$ cat config.mk
export PLATFORM = sky130hd
export DESIGN_NAME = sipo_word_collector
export DESIGN_NICKNAME = d
export VERILOG_FILES = /design/src/rtl/sipo_pkg.sv /design/src/rtl/sipo_out_slot.sv /design/src/rtl/sipo_word_collector.sv
export SDC_FILE = /design/constraint.sdc
export NUM_CORES = 1
export LEC_CHECK = 0
export ABC_AREA = 1
export CAP_MARGIN = 20
export CORE_MARGIN = 5
export CORE_UTILIZATION = 40
export CTS_CLUSTER_SIZE = 12
export DETAILED_ROUTE_END_ITERATION = 12
export SLEW_MARGIN = 20
export SYNTH_ARGS = -nofsm -noshare
export SYNTH_HDL_FRONTEND = slang
export SYNTH_HIERARCHICAL = 1
export SYNTH_SLANG_ARGS = --single-unit
export TNS_END_PERCENT = 5
$ cat constraint.sdc
create_clock -name clk -period 1.9 [get_ports clk]
set_input_delay 0.38 -clock clk [delete_from_list [all_inputs] [get_ports clk]]
set_output_delay 0.38 -clock clk [all_outputs]
set_load 0.02 [all_outputs]
$ cat src/rtl/sipo_pkg.sv
// Shared types and helpers for the serial-in word collector and its output slot.
package sipo_pkg;

    typedef enum logic {OUT_EMPTY, OUT_FULL} out_state_t;

    // Wide enough to count a full frame including an optional trailing parity bit.
    function automatic int cnt_width(input int w);
        return $clog2(w + 2);
    endfunction

endpackage

$ cat src/rtl/sipo_out_slot.sv
// One-entry valid/ready output register with sticky overflow on dropped words.
// Optional parity flag travels with the word when SIPO_PARITY_CHECK_EN is defined.
module sipo_out_slot
    import sipo_pkg::*;
#(
    parameter int W = 16
) (
    input  logic         clk,
    input  logic         reset,
    input  logic         wr_en,
    input  logic [W-1:0] wr_data,
`ifdef SIPO_PARITY_CHECK_EN
    input  logic         wr_perr,
    output logic         parity_err,
`endif
    input  logic         rd_ready,
    output logic [W-1:0] dout,
    output logic         dout_valid,
    output logic         overflow
);

    out_state_t   state_q, state_d;
    logic [W-1:0] data_q, data_d;
    logic         ovf_q, ovf_d;
`ifdef SIPO_PARITY_CHECK_EN
    logic         perr_q, perr_d;
`endif

    always_comb begin
        state_d = state_q;
        data_d  = data_q;
        ovf_d   = ovf_q;
`ifdef SIPO_PARITY_CHECK_EN
        perr_d  = perr_q;
`endif
        case (state_q)
            OUT_EMPTY: begin
                if (wr_en) begin
                    state_d = OUT_FULL;
                    data_d  = wr_data;
`ifdef SIPO_PARITY_CHECK_EN
                    perr_d  = wr_perr;
`endif
                end
            end
            default: begin
                // A delivery on the same edge frees the slot for the new word.
                if (wr_en && rd_ready) begin
                    data_d = wr_data;
`ifdef SIPO_PARITY_CHECK_EN
                    perr_d = wr_perr;
`endif
                end else if (wr_en) begin
                    ovf_d = 1'b1;
                end else if (rd_ready) begin
                    state_d = OUT_EMPTY;
                end
            end
        endcase
    end

    always_ff @(posedge clk) begin
        if (reset) begin
            state_q <= OUT_EMPTY;
            data_q  <= '0;
            ovf_q   <= 1'b0;
`ifdef SIPO_PARITY_CHECK_EN
            perr_q  <= 1'b0;
`endif
        end else begin
            state_q <= state_d;
            data_q  <= data_d;
            ovf_q   <= ovf_d;
`ifdef SIPO_PARITY_CHECK_EN
            perr_q  <= perr_d;
`endif
        end
    end

    assign dout       = data_q;
    assign dout_valid = (state_q == OUT_FULL);
    assign overflow   = ovf_q;
`ifdef SIPO_PARITY_CHECK_EN
    assign parity_err = perr_q;
`endif

endmodule

$ cat src/rtl/sipo_word_collector.sv
// Serial-in parallel-out collector: LSB-first bits assembled into DATA_WIDTH words.
// SIPO_PARITY_CHECK_EN appends an even-parity bit to each frame and adds parity_err.
module sipo_word_collector
    import sipo_pkg::*;
#(
    parameter int DATA_WIDTH = 16
) (
    input  logic                  clk,
    input  logic                  reset,
    input  logic                  din,
    input  logic                  din_en,
    input  logic                  din_sof,
    output logic [DATA_WIDTH-1:0] dout,
    output logic                  dout_valid,
    input  logic                  dout_ready,
    output logic                  overflow,
`ifdef SIPO_PARITY_CHECK_EN
    output logic                  parity_err,
    output logic [cnt_width(DATA_WIDTH)-1:0] bit_cnt
`else
    output logic [$clog2(DATA_WIDTH+1)-1:0]  bit_cnt
`endif
);

`ifdef SIPO_PARITY_CHECK_EN
    localparam int CW = cnt_width(DATA_WIDTH);
`else
    localparam int CW = $clog2(DATA_WIDTH + 1);
`endif

    logic [DATA_WIDTH-1:0] sreg_q, sreg_d;
    logic [CW-1:0]         cnt_q, cnt_d;
    logic [DATA_WIDTH-1:0] shifted;
    logic [DATA_WIDTH-1:0] word;
    logic                  word_done;
`ifdef SIPO_PARITY_CHECK_EN
    logic                  word_perr;
`endif

    assign shifted = {din, sreg_q[DATA_WIDTH-1:1]};

    always_comb begin
        sreg_d    = sreg_q;
        cnt_d     = cnt_q;
        word      = shifted;
        word_done = 1'b0;
`ifdef SIPO_PARITY_CHECK_EN
        word_perr = 1'b0;
`endif
        if (din_en) begin
            if (din_sof) begin
                sreg_d = {din, {(DATA_WIDTH-1){1'b0}}};
                cnt_d  = CW'(1);
`ifdef SIPO_PARITY_CHECK_EN
            end else if (cnt_q == CW'(DATA_WIDTH)) begin
                // Parity bit closes the frame; it is checked, not stored.
                word      = sreg_q;
                word_perr = ^{sreg_q, din};
                word_done = 1'b1;
                cnt_d     = '0;
`else
            end else if (cnt_q == CW'(DATA_WIDTH - 1)) begin
                sreg_d    = shifted;
                word_done = 1'b1;
                cnt_d     = '0;
`endif
            end else begin
                sreg_d = shifted;
                cnt_d  = cnt_q + CW'(1);
            end
        end
    end

    always_ff @(posedge clk) begin
        if (reset) begin
            sreg_q <= '0;
            cnt_q  <= '0;
        end else begin
            sreg_q <= sreg_d;
            cnt_q  <= cnt_d;
        end
    end

    assign bit_cnt = cnt_q;

    sipo_out_slot #(
        .W(DATA_WIDTH)
    ) u_out_slot (
        .clk        (clk),
        .reset      (reset),
        .wr_en      (word_done),
        .wr_data    (word),
`ifdef SIPO_PARITY_CHECK_EN
        .wr_perr    (word_perr),
        .parity_err (parity_err),
`endif
        .rd_ready   (dout_ready),
        .dout       (dout),
        .dout_valid (dout_valid),
        .overflow   (overflow)
    );

endmodule

Word level (Yosys, flattened, before mapping)
Cells that the tools add are included.
Cells by class
  add/sub/neg operators: 1
  multiply operators: 0
  divide/modulo/power cells: 0
  $lt $le $gt $ge: 0
  eq/ne operators: 2
  shifts and indexed selects: 0
  mux-type cells: 14
  bitwise gates (word level): 1
  reductions and logical operators: 4
Operators with widths (count)
  $mux 16: 3
  $mux 15: 1
  $mux 5: 2
  $mux 1: 8
  $add 5x1->5 const B: 1
  $eq 5x4->1 const B: 1
  $reduce_and 3->1: 1
  $ne 2x2->1 const B: 1
  $reduce_and 2->1: 1
  $reduce_bool 2->1: 1
  $logic_and 1x1->1: 1
  $not 1->1: 1
Word-level totals
  flip-flop bits (word level): 39
  bits in latches: 0
  memory bits (writable): 0
  ROM bits: 0
  memories kept: 0

Longest topological paths before layout
  depth after elaboration: 7
  mapped depth: 9
  gate-level depth less buffers: 7

By module
The synthesis kept the hierarchy.
By module, submodules not included
  sipo_word_collector: times used 1, cells each 101, area an instance 857.1 µm², seq. area each 400.4 µm²
  sipo_out_slot: times used 1, cells each 114, area an instance 853.3 µm², seq. area each 360.3 µm²

Least setup slack after synthesis
OpenSTA, ideal clock, no wires.
  kind: register -> register
  from: register cnt_q[1], in the netlist bit_cnt[1]
  to: register u_out_slot.data_q[10], in the netlist u_out_slot/dout[10]
  arrival: 1.494 ns
  path slack: 0.291 ns
  stages on the path, launching flop included: 9
  buffers on the path: 2
  period minus slack after synthesis: 1.609 ns
  path through: dfxtp_1 -> ha_1 -> nand4_1 -> nor2_2 -> buf_4 -> buf_6 -> nand3_1 -> nand2_1 -> nor2_1
On the way
  word-level cells in the longest chain between the ends: 7
RTL lines
  from (decl): line sipo_word_collector.sv:32  | logic [CW-1:0] cnt_q, cnt_d;
  from (signal assigned): line sipo_word_collector.sv:80  | cnt_q <= cnt_d;
  $eq 5x4->1 (*): line sipo_word_collector.sv:62  | end else if (cnt_q == CW'(DATA_WIDTH - 1)) begin
  $mux 1 (*): line sipo_word_collector.sv:62
  $mux 1 (*): line sipo_word_collector.sv:51  | if (din_sof) begin
  $mux 1 (*): line sipo_word_collector.sv:50  | if (din_en) begin
  net word_done: line sipo_word_collector.sv:35  | logic word_done;
  $logic_and 1x1->1: line sipo_out_slot.sv:48  | if (wr_en && rd_ready) begin
  $ne 2x2->1 (no source line)
  $reduce_and 2->1 (no source line) (*)
  to (signal assigned): line sipo_out_slot.sv:72  | data_q <= data_d;
  to (decl): line sipo_out_slot.sv:23  | logic [W-1:0] data_q, data_d;
Mark *: on every way through the listed nets, which the timed path passes. The rest lies on a longest branch.
A chain may end at the register's enable or synchronous reset.

Worst setup path after layout
  from: register cnt_q[2], in the netlist bit_cnt[2]
  to: output port bit_cnt[2]
RTL lines
  to (decl): line sipo_word_collector.sv:21  | output logic [$clog2(DATA_WIDTH+1)-1:0] bit_cnt
No word-level cell between the ends.

==> reports/qor.txt <==
Hold Slack -> 0.448 ns
Pleak -> 0.723 nW
Cells after synthesis -> 215
Via-to-Cell Ratio -> 4.70
Slowest-stage cell, CP -> clkdlybuf4s50_1
RSZ-0062 raised after global routing -> false
Die X-Extent -> 75.4 um
CTS max path bufs -> 2
Minimum clock period -> 1.74 ns
Design Area, Final -> 2080 sq um
Largest fanout on the critical path -> 7
Max Fclk -> 0.574 GHz
Largest net degree at the start of global routing -> 35
Met2 Usage GRT -> 17.5%
Outcome -> finished clean
Relative slew slack -> 75.1%
Fin. Hold Viols -> 0
Pre-CTS WS -> 0.0660 ns
Slowest stage delay, CP -> 0.64 ns
I/O pins -> 29
Layout cells sized above 1 -> 16.9%
CTS H-Tree Depth -> 2
GRT met1 Usage -> 18.2%
Final Max Slew Viols -> 0
Internal power -> 1.12 mW
Cell Pwr Density -> 689 nW/um^2
Worst-path cell chain -> clkdlybuf4s50_1
PnR worst setup slack -> 0.159 ns
Final Setup Violations -> 0
Max VDD drop -> 0.357 mV
CTS tree -> built
Die footprint -> 5680 sq um
Sequential fraction of design power -> 56.1%
Post-synth cell types -> 21
I/O Buffers -> 28
FILL cells -> 415
Number of max-cap violations -> 0
Flops & latches, synth -> 38
Yosys top cell area share -> 44.5%
ANT cells -> 0
Layout Utilization -> 50.8%
DRT Wirelength -> 3270 um
Vias -> 1,376
Crit start category -> register
Area occupied by multi-input gates -> 719 sq um
Antenna violations before repair -> 0
Vias in the first global route -> 1,250
Synth Warn # -> 6
Fin crit share -> 91.6%
Busiest grt layer -> met1
Antenna-violating nets left -> 0
1st-pass router iterations -> 4
Register area share after synthesis -> 44.5%
Delay-heaviest family, CP -> buffers and inverters
Root Driver -> clkbuf_8
Syn Area/Cell -> 7.96 sq um
NetSw -> 0.313 mW
Min-Delay Path Class -> reg2reg
Total Routing Usage GR -> 12.8%
Top cell type by total area after synthesis -> dfxtp_1
Hold buffers post-CTS -> 0
# resized after CTS -> 0
Placed cell areas -> 1990 sq um
Detail Placement HPWL -> 2130 um
Clock latency on the worst-skew pair -> 0.28 ns
Routing usage on met3 -> 3.43%
Clk_skew -> 0.00294 ns
Floorplan core area -> 4090 sq um
GRT overflow -> 0
Gate power share -> 6.5%
Clock-pin slew on the worst setup and hold paths -> 0.07 ns
Switching part of the total -> 21.9%
Syn_nets -> 222
Required @ worst endpoint -> 1.52 ns
Initial DRC Count -> 102
First-pass GRT wire length -> 5640 um
Post-Syn Area -> 1710 sq um
Initial Util -> 41.9%
Fin Setup TNS -> 0 ns
P&R area growth vs syn -> 21.4%
Die Ht -> 75.4 um
Post-CTS setup buffer count -> 0
# DRC -> 0
# rows -> 23
CTS Buf Count -> 5
Register area -> 761 sq um
CTS sink cnt -> 38
Post-DR wirelength/cell -> 11.2 um
Least-Margin Pin Slew -> 0.372 ns
Worst setup EP type -> primary output
Worst Setup Path Type -> reg2out
GP Congestion -> 0.809
Post-layout nets -> 251
Worst EP arrival -> 1.36 ns
Power share of the clock group -> 37.4%
WP buf/inv -> 1
Area contributors post-synth -> dfxtp_1 44%, nand2_1 10%, a21oi_1 7.9%
## final cells by class
| cell class | instances | area share (%) |
|---|---|---|
| clock buffers | 6 | 3.98 |
| inverters | 25 | 4.52 |
| multi-input cells | 139 | 34.6 |
| flip-flops and latches | 38 | 36.6 |
| well taps | 50 | 3.01 |
| repair buffers | 35 | 17.2 |
## cells by family (layout without fill, tap and decap cells)
family / count (synthesis) / count (layout) / share of synthesized area (%)
AND/OR/NAND/NOR: 100 / 100 / 27.8
adder cells (fa/ha/maj): 1 / 1 / 0.731
flip-flops: 38 / 38 / 44.5
buffers and inverters: 38 / 66 / 13.5
AO/OA/AOI/OAI: 38 / 38 / 13.5
## cell usage after synthesis
cell type,instances
nand2_1,47
dfxtp_1,38
a21oi_1,27
inv_1,21
nor2_1,21
nand3_1,15
a21oi_2,11
buf_6,9
nand3_2,5
inv_2,4
nand2_2,4
clkbuf_1,2
nand4_1,2
nor3_1,2
buf_12,1
buf_4,1
ha_1,1
nand2_4,1
nor2_2,1
nor2_8,1
nor3_2,1
## stage by stage
| step | std cells | total power [mW] |
|---|---|---|
| 4_1_cts | 293 | 1.45 |
| 3_3_place_gp | 287 | 0.916 |
| 3_5_place_dp | 287 | 0.915 |
| 6_report | 293 | 1.43 |
| 2_1_floorplan | 215 | 0.883 |
| 5_1_grt | 293 | 1.49 |
## final timing paths
path	start	end	cells past startpoint	slack, ns
worst max register to register	bit_cnt[1]	u_out_slot/dout[12]	7	0.38
worst max-delay path	bit_cnt[2]	bit_cnt[2]	1	0.16
worst min-delay path	u_out_slot/overflow	u_out_slot/overflow	2	0.45
worst min register to register	u_out_slot/overflow	u_out_slot/overflow	2	0.45
## power by group through the flow
stage | Clock, mW | Combinational [mW] | Sequential (mW)
CTS | 0.555 | 0.0942 | 0.803
global route | 0.583 | 0.102 | 0.803
detailed placement | 0 | 0.0939 | 0.821
global placement | 0 | 0.0944 | 0.821
floorplan | 0 | 0.0573 | 0.826
finish | 0.535 | 0.0933 | 0.803
## flip-flops by register name, summed over array words and instances, names as in the netlist
| name | count |
|---|---|
| u_out_slot/overflow | 1 |
| sreg_q | 15 |
| u_out_slot/dout | 16 |
| u_out_slot/dout_valid | 1 |
| bit_cnt | 5 |
## cell usage in the layout, fill, tap and decap left out, types with 4 or more instances in the layout
cell type,n
clkdlybuf4s50_1,28
a21oi_1,27
clkbuf_8,6
inv_2,4
nor2_1,21
buf_4,5
nand2_1,47
nand2_2,4
nand3_1,15
a21oi_2,11
dfxtp_1,38
nand3_2,5
inv_1,21
## routing by layer
metal | wire length [um] | part of all wire, %
met2 | 1290 | 39
met3 | 183 | 5.6
met5 | 0 | 0
met1 | 1740 | 53
met4 | 58 | 1.8
(Power assumes the default switching activity.)
